==> src/rtl/popo_cpu_pkg.sv <==
// Shared CPU-side definitions: memory arbiter state encoding, reset
// instruction and wait-counter sizing.
package popo_cpu_pkg;

    typedef enum logic [1:0] {
        IDLE      = 2'd0,
        INST_BUSY = 2'd1,
        DATA_BUSY = 2'd2
    } mem_arb_state_e;

    localparam logic [31:0] NOP_INST = 32'h0000_0013;
    localparam int WAIT_CNT_MIN_WIDTH = 8;

    // Counter must hold TIMEOUT_CYCLES itself, and never be narrower than 8 bits.
    function automatic int wait_cnt_width(input int timeout_cycles);
        int w;
        w = $clog2(timeout_cycles + 1);
        return (w > WAIT_CNT_MIN_WIDTH) ? w : WAIT_CNT_MIN_WIDTH;
    endfunction

endpackage

==> src/rtl/mem_wait_timer.sv <==
// Saturating wait counter for an outstanding memory access; flags the cycle in
// which the count reaches the timeout limit.
module mem_wait_timer
    import popo_cpu_pkg::*;
#(
    parameter int TIMEOUT_CYCLES = 255
) (
    input  logic clk,
    input  logic rst,
    input  logic clear,
    input  logic count_en,
    output logic expired
);

    localparam int CW = wait_cnt_width(TIMEOUT_CYCLES);
    localparam logic [CW-1:0] LIMIT   = CW'(TIMEOUT_CYCLES);
    localparam logic [CW-1:0] CNT_MAX = {CW{1'b1}};

    logic [CW-1:0] count_q;
    logic [CW-1:0] count_d;

    // Next count: clear wins, otherwise saturating increment.
    always_comb begin
        count_d = count_q;
        if (clear) begin
            count_d = {CW{1'b0}};
        end else if (count_en && (count_q != CNT_MAX)) begin
            count_d = count_q + CW'(1);
        end else begin
            count_d = count_q;
        end
    end

    // Count register.
    always_ff @(posedge clk or posedge rst) begin
        if (rst) begin
            count_q <= {CW{1'b0}};
        end else begin
            count_q <= count_d;
        end
    end

    // Expiry is reported in the wait cycle whose increment reaches the limit,
    // so exactly TIMEOUT_CYCLES unanswered cycles are tolerated.
    assign expired = count_en && !clear && (count_d >= LIMIT);

endmodule

==> src/rtl/mem_port_arbiter.sv <==
// Arbitrates instruction fetches and data loads/stores onto one single-port
// memory; data wins, one idle cycle separates accesses, stalled accesses time out.
module mem_port_arbiter
    import popo_cpu_pkg::*;
#(
    parameter int INST_WIDTH      = 32,
    parameter int INST_ADDR_WIDTH = 32,
    parameter int DATA_WIDTH      = 32,
    parameter int DATA_ADDR_WIDTH = 32,
    parameter int TIMEOUT_CYCLES  = 255
) (
    input  logic                       cpu_clk,
    input  logic                       cpu_rst,
    input  logic [INST_ADDR_WIDTH-1:0] PC,
    output logic [INST_WIDTH-1:0]      INST,
    output logic                       inst_mem_hazard,
    input  logic [DATA_ADDR_WIDTH-1:0] cpu_data_mem_raddr,
    input  logic                       cpu_data_mem_read,
    input  logic [DATA_ADDR_WIDTH-1:0] cpu_data_mem_waddr,
    input  logic [DATA_WIDTH-1:0]      cpu_data_mem_wdata,
    input  logic                       cpu_data_mem_write,
    output logic [DATA_WIDTH-1:0]      data_mem_rdata,
    output logic                       data_mem_hazard,
    output logic                       mem_req,
    output logic                       mem_we,
    output logic [31:0]                mem_addr,
    output logic [DATA_WIDTH-1:0]      mem_wdata,
    input  logic                       mem_ready,
    input  logic [DATA_WIDTH-1:0]      mem_rdata,
    output logic                       mem_timeout_err
);

    mem_arb_state_e          state_q;
    logic                    mem_req_q;
    logic                    mem_we_q;
    logic [31:0]             mem_addr_q;
    logic [DATA_WIDTH-1:0]   mem_wdata_q;
    logic                    timeout_err_q;
    logic [INST_WIDTH-1:0]   inst_q;
    logic [DATA_WIDTH-1:0]   rdata_q;

    logic data_req_s;
    logic idle_s;
    logic busy_s;
    logic inst_done_s;
    logic data_done_s;
    logic load_done_s;
    logic expired_s;

    assign data_req_s  = cpu_data_mem_read | cpu_data_mem_write;
    assign idle_s      = (state_q == IDLE);
    assign busy_s      = (state_q == INST_BUSY) || (state_q == DATA_BUSY);
    assign inst_done_s = (state_q == INST_BUSY) && mem_ready;
    assign data_done_s = (state_q == DATA_BUSY) && mem_ready;
    assign load_done_s = data_done_s && !mem_we_q;

    mem_wait_timer #(
        .TIMEOUT_CYCLES(TIMEOUT_CYCLES)
    ) u_wait_timer (
        .clk     (cpu_clk),
        .rst     (cpu_rst),
        .clear   (idle_s),
        .count_en(busy_s && !mem_ready),
        .expired (expired_s)
    );

    // Arbitration FSM; the memory request is launched from IDLE and held
    // untouched until completion or timeout.
    always_ff @(posedge cpu_clk or posedge cpu_rst) begin
        if (cpu_rst) begin
            state_q       <= IDLE;
            mem_req_q     <= 1'b0;
            mem_we_q      <= 1'b0;
            mem_addr_q    <= 32'h0000_0000;
            mem_wdata_q   <= {DATA_WIDTH{1'b0}};
            timeout_err_q <= 1'b0;
        end else begin
            case (state_q)
                IDLE: begin
                    mem_req_q <= 1'b1;
                    if (data_req_s) begin
                        state_q <= DATA_BUSY;
                        if (cpu_data_mem_write) begin
                            mem_we_q    <= 1'b1;
                            mem_addr_q  <= 32'(cpu_data_mem_waddr);
                            mem_wdata_q <= cpu_data_mem_wdata;
                        end else begin
                            mem_we_q   <= 1'b0;
                            mem_addr_q <= 32'(cpu_data_mem_raddr);
                        end
                    end else begin
                        state_q    <= INST_BUSY;
                        mem_we_q   <= 1'b0;
                        mem_addr_q <= 32'(PC);
                    end
                end
                INST_BUSY, DATA_BUSY: begin
                    if (mem_ready || expired_s) begin
                        state_q   <= IDLE;
                        mem_req_q <= 1'b0;
                    end
                    if (expired_s) begin
                        timeout_err_q <= 1'b1;
                    end
                end
                default: begin
                    state_q   <= IDLE;
                    mem_req_q <= 1'b0;
                end
            endcase
        end
    end

    // Completed reads are captured so the CPU keeps seeing them afterwards.
    always_ff @(posedge cpu_clk or posedge cpu_rst) begin
        if (cpu_rst) begin
            inst_q  <= INST_WIDTH'(NOP_INST);
            rdata_q <= {DATA_WIDTH{1'b0}};
        end else begin
            if (inst_done_s) begin
                inst_q <= INST_WIDTH'(mem_rdata);
            end
            if (load_done_s) begin
                rdata_q <= mem_rdata;
            end
        end
    end

    assign INST            = inst_done_s ? INST_WIDTH'(mem_rdata) : inst_q;
    assign data_mem_rdata  = load_done_s ? mem_rdata : rdata_q;
    assign inst_mem_hazard = !inst_done_s;
    assign data_mem_hazard = data_req_s && !data_done_s;

    assign mem_req         = mem_req_q;
    assign mem_we          = mem_we_q;
    assign mem_addr        = mem_addr_q;
    assign mem_wdata       = mem_wdata_q;
    assign mem_timeout_err = timeout_err_q;

endmodule

==> config.mk <==
export PLATFORM = sky130hd
export DESIGN_NAME = mem_port_arbiter
export DESIGN_NICKNAME = d
export VERILOG_FILES = /design/src/rtl/popo_cpu_pkg.sv /design/src/rtl/mem_wait_timer.sv /design/src/rtl/mem_port_arbiter.sv
export SDC_FILE = /design/constraint.sdc
export NUM_CORES = 1
export LEC_CHECK = 0
export BUFFER_PORTS_ARGS = -buffer_cell sky130_fd_sc_hd__buf_2
export CORE_AREA = 2 2 114 116
export CTS_CLUSTER_SIZE = 12
export DETAILED_ROUTE_END_ITERATION = 6
export DIE_AREA = 0 0 116 118
export GPL_TIMING_DRIVEN = 0
export PLACE_DENSITY = 0.86
export SLEW_MARGIN = 20
export SYNTH_ARGS = -nofsm -noshare
export SYNTH_HDL_FRONTEND = slang
export SYNTH_SLANG_ARGS = --single-unit
==> constraint.sdc <==
create_clock -name cpu_clk -period 10.2 [get_ports cpu_clk]
set_clock_uncertainty 0.2 [all_clocks]
set_input_delay 0 -clock cpu_clk [delete_from_list [all_inputs] [get_ports cpu_clk]]
set_output_delay 0 -clock cpu_clk [all_outputs]
set_load 0.02 [all_outputs]
==> Word-level counts from Yosys, hierarchy flattened <==
Index checks and enable logic that the tools add are counted.
{ "totals": {"out_inout_bits": 133, "input_bits": 165, "ff_bits": 141} }
{ "op_classes": {"muxes": 13, "magnitude_cmp": 1, "bitwise": 1, "n_reduce_logical": 19, "n_addsub": 1, "eq_ne": 4} }
{ "op_table": {"columns": ["operator", "count"], "rows": [
  ["$mux W32", 4],
  ["$mux W8", 2],
  ["$add A8 B1 Y8 const B", 1],
  ["$ge A8 B8 Y1 const B", 1],
  ["$logic_and A1 B1 Y1", 8],
  ["$ne A8 B8 Y1 const B", 1],
  ["$logic_not A1 Y1", 5],
  ["$mux W2", 2],
  ["$pmux W2 S2", 1],
  ["$mux W1", 3],
  ["$reduce_and A3 Y1", 1],
  ["$eq A2 B1 Y1 const B", 1],
  ["$eq A2 B2 Y1 const B", 1],
  ["$logic_not A2 Y1", 1],
  ["$logic_or A1 B1 Y1", 2],
  ["$ne A2 B2 Y1 const B", 1],
  ["$pmux W1 S2", 1],
  ["$reduce_and A2 Y1", 1],
  ["$reduce_or A2 Y1", 1],
  ["$or A1 B1 Y1", 1]
]} }

==> Depth between registers and ports, before layout <==
Gate-level depths: netlist of run 1.
{ "logic_depth": {"depth_word": 11, "ltp_mapped": 8, "depth_no_buf": 7} }

==> Cells and area by module <==
A second synthesis of run 1 with hierarchy kept.
{ "unflattened": {"cells_unflattened": 429, "hier_area_um2": 6195.9} }
{ "modules_own_cells": {"columns": ["module", "instances", "cells_per_inst", "area_per_inst_um2", "seq_area_each_um2"], "rows": [
  ["mem_port_arbiter", 1, 371, 5679.2, 3331.9],
  ["mem_wait_timer", 1, 58, 516.7, 200.2]
]} }

==> Least setup slack after synthesis of run 1 <==
OpenSTA, ideal clock, no wires.
{ "synth_path": {"kind": "flip-flop to flip-flop", "start": "reg state_q[1]", "end": "reg inst_q[22]", "path_slack_ps": 8204, "setup_ps": 147, "t_required_ps": 9853, "path_stages_with_launch": 6, "arrival_time_ps": 1648, "cell_sequence": "dfrtp_1 inv_1 ha_1 nand2_1 buf_1 mux2_2"} }
{ "synth_via": {"elab_chain_cells": 3} }
{ "synth_lines": {"columns": ["item", "line_no", "rtl"], "rows": [
  ["start, declared", "mem_port_arbiter.sv:33", "mem_arb_state_e state_q;"],
  ["start signal, assigned", "mem_port_arbiter.sv:71", "state_q <= IDLE;"],
  ["start signal, assigned", "mem_port_arbiter.sv:82", "state_q <= DATA_BUSY;"],
  ["start signal, assigned", "mem_port_arbiter.sv:92", "state_q <= INST_BUSY;"],
  ["$eq A2 B1 Y1", "mem_port_arbiter.sv:53", "assign inst_done_s = (state_q == INST_BUSY) && mem_ready;"],
  ["$logic_and A1 B1 Y1", "mem_port_arbiter.sv:53", null],
  ["$mux W32", null, null],
  ["via INST[22]", "mem_port_arbiter.sv:15", "output logic [INST_WIDTH-1:0] INST,"],
  ["end signal, assigned", "mem_port_arbiter.sv:117", "inst_q <= INST_WIDTH'(NOP_INST);"],
  ["end signal, assigned", "mem_port_arbiter.sv:121", "inst_q <= INST_WIDTH'(mem_rdata);"],
  ["end, declared", "mem_port_arbiter.sv:39", "logic [INST_WIDTH-1:0] inst_q;"]
]} }
The timed path passes the listed nets, and every way through them passes these cells.
A chain may end at the register's enable or synchronous reset.

==> Worst setup path after layout of run 1 <==
{ "layout_path": {"start": "reg state_q[1]", "end": "out INST[7]"} }
{ "layout_via": {"elab_chain_cells": 3} }
{ "layout_lines": {"columns": ["item", "line_no"], "rows": [
  ["$eq A2 B1 Y1", "mem_port_arbiter.sv:53"],
  ["$logic_and A1 B1 Y1", "mem_port_arbiter.sv:53"],
  ["$mux W32", null],
  ["end, declared", "mem_port_arbiter.sv:15"]
]} }
Every way passes these cells.

==> results of run 1 <==
-- worst max-delay path, cell delays in order (launching register included) --
cell,delay (ns)
dfrtp_1,0.37
inv_1,0.08
ha_1,0.17
nand2_1,0.23
buf_1,0.53
mux2_2,0.44
buf_2,0.18
-- how the worst max path moves through the flow --
stage | start | endpoint | slack, ns | cells after the start
2_1_floorplan | cpu_rst | inst_q[10] | 6.22 | 1
3_3_place_gp | cpu_rst | mem_addr[24] | 5.10 | 2
3_5_place_dp | state_q[0] | mem_timeout_err | 8.05 | 7
4_1_cts | state_q[1] | INST[3] | 7.61 | 6
5_1_grt | state_q[0] | data_mem_rdata[3] | 7.46 | 6
6_report | state_q[1] | INST[7] | 7.60 | 6
-- cell usage after synthesis (2+ instances only) --
cell / instances
nand2_1: 36
nor2b_1: 2
a21oi_1: 6
buf_1: 5
nor2_1: 10
mux2i_1: 35
and3_1: 2
nand3_1: 2
dfrtp_1: 138
xor2_1: 2
inv_1: 5
ha_1: 4
mux2_1: 10
a31oi_1: 2
dfstp_2: 3
mux2_2: 119
o21ai_0: 33
buf_2: 7
clkbuf_1: 13
nor3_1: 3
-- repair_timing --
action                    in CTS  in global routing
hold endpoints to repair     269                  0
hold buffers                 134                  0
gates resized for setup        0                  0
-- cell families after synthesis --
logic type	after synthesis	share of synthesized area, %
xor+xnor	2	0.286
mux	164	29.4
simple gates	66	5.19
buf+inv	31	2.16
fa+ha+maj	4	0.817
compound gates	48	4.47
flops	141	57.6
-- state kept, by name, summed over array words and instances (netlist names) --
signal                flops
mem_addr                 32
mem_req                   1
u_wait_timer.count_q      8
rdata_q                  32
mem_wdata                32
mem_timeout_err           1
mem_we                    1
inst_q                   32
state_q                   2
-- through the flow --
step	utilization [%]	area, sq um	total power, W	hold slack [ns]
detailed placement	63.3	7850	0.00219	-0.125
global route	78.9	9790	0.00306	0.157
CTS	78.9	9790	0.00286	0.100
finish	78.9	9790	0.00295	0.162
floorplan	-	6130	0.00174	-0.0683
global placement	63.0	7820	0.00213	0.0103
-- area by class of cell --
| type | instances | area, sq um |
|---|---|---|
| Timing Repair Buffer | 430 | 2850 |
| Buffer | 26 | 114 |
| Clock inverter | 10 | 113 |
| Antenna cell | 1 | 2.50 |
| Tap cell | 172 | 215 |
| Multi-Input combinational cell | 284 | 2460 |
| Clock buffer | 22 | 484 |
| Inverter | 5 | 26.3 |
| Sequential cell | 141 | 3530 |
| Fill cell | 684 | 2620 |
-- power by group through the flow --
stage	sequential [W]	combinational, W	clock (W)
floorplan	0.00109	0.000653	0
global placement	0.000923	0.00121	0
detailed placement	0.000940	0.00125	0
CTS	0.000934	0.00131	0.000623
global route	0.000980	0.00142	0.000659
finish	0.000961	0.00136	0.000625
-- routing by layer --
metal	wire length, um	up-vias
met5	0	-
met4	1670	0
met3	1710	147
met2	12000	406
met1	7730	2919
li1	-	2520
==> metrics.md, run 1 <==
| Metric | Value |
|---|---|
| Number of global-route vias before repair | `6675` |
| Logic pwr share | `46.2%` |
| Min Tclk post-route | `2.60 ns` |
| Setup ws final | `7.60 ns` |
| Remaining DRCs | `0` |
| Largest net degree at the start of global routing | `78` |
| Max VDD drop | `0.205 mV` |
| Global Route met2 Usage | `59.8%` |
| Routed len/inst | `21.2 um` |
| CTS sink count | `roughly 140` |
| Avg Inst Size Synth | `around 13 sq um` |
| Synth top area cells | `dfrtp_1 (56%), mux2_2 (22%), mux2i_1 (5.7%)` |
| EDFF count, synth | `0` |
| Clock root buffer | `clkbuf_16` |
| P_sw | `0.00119 W` |
| Clock-pin slew on the worst setup and hold paths | `0.06 ns` |
| Sw Ratio | `between 40% and 50%` |
| Die width | `between 100 and 150 um` |
| Largest area contributor in the netlist | `dfrtp_1` |
| Final setup fails | `0` |
| Placed Cells | `924` |
| DRT iter0 DRCs | `about 480` |
| Crit. End Element | `primary output` |
| Clock tree buffer depth | `2` |
| Initial antenna violation count | `1` |
| TritonCTS clock tree | `built` |
| Yosys warnings | `0` |
| GR peak layer | `met2` |
| Status | `completed` |
| Via density | `5.49` |
| TNS Setup | `0 ns` |
| Hold path cells | `3` |
| Sequential Power Share | `about a third` |
| Slew Viols, Final | `0` |
| Die area | `~0.014 sq mm` |
| Cell row count | `41` |
| Post-Syn Nets | `625` |
| Synthesized cell area | `around 0.0061 sq mm` |
| Top-area cell type share of the netlist area | `56.4%` |
| Initial Utilization | `49.4%` |
| Clock power share | `between 20% and 30%` |
| Pwr/cell area | `301 mW/mm^2` |
| Place WS | `8.05 ns` |
| Fmax achieved | `0.385 GHz` |
| Hold Crit Start | `cpu_data_mem_wdata[16]` |
| Core box area | `0.0124 sq mm` |
| GRT Residual Overflow | `0` |
| Max_cap viols | `0` |
| GRT met3 Usage | `9.06%` |
| RSZ-0062 raised after global routing | `no` |
| Via count | `5992` |
| Power Internal | `between 0.0015 and 0.002 W` |
| R2R Setup Slk | `7.81 ns` |
| CP Class | `reg -> out` |
| GRT Resource Usage Total | `34.2%` |
| Finished Layout Cells | `about 1100` |
| CP arrival | `between 2 and 2.5 ns` |
| Endpoint, Worst Hold | `mem_wdata[16]` |
| P_leak | `4.86 nW` |
| Depth of the worst register-to-register path | `7` |
| Seq cells post-synth | `141` |
| Routed wire length | `~23000 um` |
| First-pass GRT wire length | `35200 um` |
| Crit path required time | `10.00 ns` |
| Post-synth ARST share | `100%` |
| Tcrit/Tclk final | `25.5%` |
| Final #Nets | `1074` |
| Library cells used by synthesis | `39` |
| Routed Antenna Nets | `0` |
| DP HPWL | `about 13000 um` |
| Main synth FF type | `dfrtp_1` |
| Post-CTS Setup Inserts | `0` |
| Slew @ Worst Pin | `0.624 ns` |
| R2R Path Start | `state_q[0]` |
| Synth-to-Final Area Change | `59.9%` |
| CP max FO | `10` |
| Synth Instances | `between 400 and 500` |
| Most common cell after layout, fill and taps aside | `buf_2` |
| Sequential share of the synthesized area | `57.6%` |
| Gp weighted congestion | `0.984` |
| Most frequent cells in the layout | `buf_2 (302), dfrtp_1 (138), dlygate4sd3_1 (134)` |
| Port Buffers | `~300` |
| TritonCTS Buffers | `17` |
| H-tree Lvls | `4` |
| Met1 usage | `34.6%` |
| Drt first pass iters | `5` |
| Startpoint class of the critical path | `flip-flop` |
| Fraction of layout cells with a size suffix above 1 | `around 50%` |
| I/O Pins | `298` |
| HP Class | `in -> reg` |
| Die Ht | `between 100 and 150 um` |
| Final hold vios | `0` |
| R2R Path End | `mem_timeout_err` |
| Worst-skew pair later-pin latency | `0.41 ns` |
| Relative slew slack | `58.4%` |
Power figures use the tool's default switching activity.
==> run 2: changes to the inputs <==
- CORE_AREA: 2 2 114 116 -> default
- CORE_UTILIZATION: default -> 46
- DIE_AREA: 0 0 116 118 -> default
- PLACE_DENSITY: 0.86 -> 0.81
- clock period: 10.2 -> 2.7 ns (I/O delays scaled with it)
==> metrics.md, run 2 (same netlist as run 1, synthesis figures left out) <==
| Metric | Value |
|---|---|
| Slew Viols, Final | `0 (unchanged)` |
| Placed Cells | `927 (was 924)` |
| RSZ-0062 raised after global routing | `no (unchanged)` |
| GRT Residual Overflow | `0 (unchanged)` |
| Initial Utilization | `47.8% (was 49.4%)` |
| HP Class | `in -> reg (unchanged)` |
| Crit. End Element | `primary output (unchanged)` |
| Max_cap viols | `0 (unchanged)` |
| Critical path origin | `state_q[1] (unchanged)` |
| R2R Path End | `state_q[1] (was mem_timeout_err)` |
| Most frequent cells in the layout | `buf_2 (302), dfrtp_1 (138), dlygate4sd3_1 (132) (was buf_2 (302), dfrtp_1 (138), dlygate4sd3_1 (134))` |
| P_leak | `4.89 nW (was 4.86 nW)` |
| WP depth | `6 (unchanged)` |
| Family with the most delay on the worst path | `buffers and inverters (unchanged)` |
| CP Class | `reg -> out (unchanged)` |
| Die Ht | `117 um (was 118 um)` |
| Startpoint class of the critical path | `flip-flop (unchanged)` |
| Depth of the worst register-to-register path | `6 (was 7)` |
| Logic pwr share | `45.2% (was 46.2%)` |
| DRT iter0 DRCs | `267 (was 475)` |
| Worst Path Buf+Inv | `3 (unchanged)` |
| Cell Chain, Critical Path | `inv_1 > ha_1 > nand2_1 > buf_1 > mux2_2 > buf_2 (unchanged)` |
| Post-CTS Setup Inserts | `0 (unchanged)` |
| TritonCTS Buffers | `17 (unchanged)` |
| Power Internal | `0.00674 W (was 0.00176 W)` |
| Final setup fails | `0 (unchanged)` |
| Crit-path slowest cell | `buf_1 (unchanged)` |
| Max VDD drop | `0.875 mV (was 0.205 mV)` |
| Slew @ Worst Pin | `0.592 ns (was 0.624 ns)` |
| Via count | `5679 (was 5992)` |
| Final hold vios | `0 (unchanged)` |
| End of the critical path | `INST[27] (was INST[7])` |
| DP HPWL | `12200 um (was 12600 um)` |
| Synth-to-Final Area Change | `60.8% (was 59.9%)` |
| CTS sink count | `141 (unchanged)` |
| Min Tclk post-route | `2.54 ns` |
| Routed Antenna Nets | `0 (unchanged)` |
| Most common cell after layout, fill and taps aside | `buf_2 (unchanged)` |
| R2R Path Start | `u_wait_timer.count_q[0] (was state_q[0])` |
| Clock root buffer | `clkbuf_16 (unchanged)` |
| Clock tree buffer depth | `2 (unchanged)` |
| GRT Resource Usage Total | `29.9% (was 34.2%)` |
| Status | `completed (unchanged)` |
| CP max FO | `10 (unchanged)` |
| Relative slew slack | `60.6% (was 58.4%)` |
| Routed len/inst | `18.2 um (was 21.2 um)` |
| Sw Ratio | `38.6% (was 40.2%)` |
| Hold Crit Start | `cpu_data_mem_write (was cpu_data_mem_wdata[16])` |
| Remaining DRCs | `0 (unchanged)` |
| CP arrival | `2.34 ns (was 2.40 ns)` |
| Routed wire length | `19900 um (was 23100 um)` |
| First-pass GRT wire length | `31600 um (was 35200 um)` |
| I/O Pins | `298 (unchanged)` |
| Number of global-route vias before repair | `6336 (was 6675)` |
| Pwr/cell area | `1110 mW/mm^2 (was 301 mW/mm^2)` |
| Core box area | `0.0128 sq mm (was 0.0124 sq mm)` |
| Slowest cell delay on critical path | `0.50 ns (was 0.53 ns)` |
| Fraction of layout cells with a size suffix above 1 | `51.4% (was 50.7%)` |
| Clock-pin slew on the worst setup and hold paths | `0.05 ns (was 0.06 ns)` |
| TNS Setup | `0 ns (unchanged)` |
| Tcrit/Tclk final | `94.1%` |
| Worst-skew pair later-pin latency | `0.41 ns (about the same)` |
| Port Buffers | `295 (unchanged)` |
| R2R Setup Slk | `0.55 ns (was 7.81 ns)` |
| Drt first pass iters | `4 (was 5)` |
| Die area | `0.0138 sq mm (was 0.0137 sq mm)` |
| P_sw | `0.00424 W (was 0.00119 W)` |
| Crit path required time | `2.50 ns (was 10.00 ns)` |
| Gp weighted congestion | `0.995 (was 0.984)` |
| Via density | `5.20 (was 5.49)` |
| Hold WS | `0.131 ns (was 0.162 ns)` |
| H-tree Lvls | `4 (unchanged)` |
| Finished Layout Cells | `1092 (was 1091)` |
| Initial antenna violation count | `1 (unchanged)` |
| Cell row count | `41 (unchanged)` |
| Final #Nets | `1075 (was 1074)` |
| Clock power share | `22.0% (was 21.2%)` |
| TritonCTS clock tree | `built (unchanged)` |
| Fmax achieved | `0.394 GHz` |
| Largest net degree at the start of global routing | `37 (was 78)` |
| Die width | `117 um (was 116 um)` |
| Sequential Power Share | `32.7% (was 32.6%)` |
[run 2: changes by cell type in the layout (fill, tap and decap cells not counted), sizes merged]
cell	previous run	this run
clkbuf	35	40
clkinv	6	3
dlygate4sd3	134	132
buf	309	308
bufinv	2	3
clkinvlp	2	3
[run 2: power groups by stage]
stage               sequential, W  combinational, W  clock [W]
global route              0.00368           0.00524    0.00254
CTS                       0.00354           0.00488    0.00245
finish                    0.00360           0.00497    0.00242
detailed placement        0.00357           0.00468          0
floorplan                 0.00412           0.00247          0
global placement          0.00349           0.00456          0
[run 2: layout make-up]
cell class | count | area (sq um)
sequential | 141 | 3530
fill | 772 | 2970
timing repair buffer | 431 | 2880
multi-input combinational | 284 | 2460
clock buffer | 23 | 488
tap | 172 | 215
clock inverter | 9 | 133
buffer | 26 | 120
inverter | 5 | 22.5
antenna | 1 | 2.50
[run 2: worst min path at each step]
stage	end	slack (ns)	cells past startpoint
CTS	mem_wdata[30]	0.11	3
global route	mem_wdata[12]	0.14	3
floorplan	mem_wdata[10]	-0.07	1
detailed placement	mem_wdata[17]	-0.19	2
global placement	mem_wdata[8]	0.01	2
finish	mem_wdata[30]	0.13	3
[run 2: worst min-delay path, delay by kind of cell]
family | cells | cell delay [ns]
buffers and inverters | 1 | 0.22
and+or+nand+nor | 1 | 0.29
muxes | 1 | 0.19
[run 2: layer usage]
metal	GRT usage, %	part of all wire (%)	vias up
li1	-	-	2520
met2	52.2	52	331
met5	0	0	-
met1	30.6	35	2710
met3	7.78	6.5	118
met4	22.4	6.7	0
[run 2: timing repair]
| item | in CTS | in global routing |
|---|---|---|
| hold endpoints to repair | 271 | 0 |
| hold buffers | 132 | 0 |
| setup endpoints to repair | 0 | 28 |
| resized for setup | 0 | 6 |
[run 2: through the flow]
stage	setup slack [ns]	utilization, %	area, sq um	power (W)
3_3_place_gp	0.0328	61.0	7820	0.00806
2_1_floorplan	0.704	-	6130	0.00659
4_1_cts	0.0857	76.8	9840	0.0109
3_5_place_dp	0.549	61.6	7900	0.00824
5_1_grt	0.00291	76.8	9850	0.0115
6_report	0.159	76.8	9850	0.0110
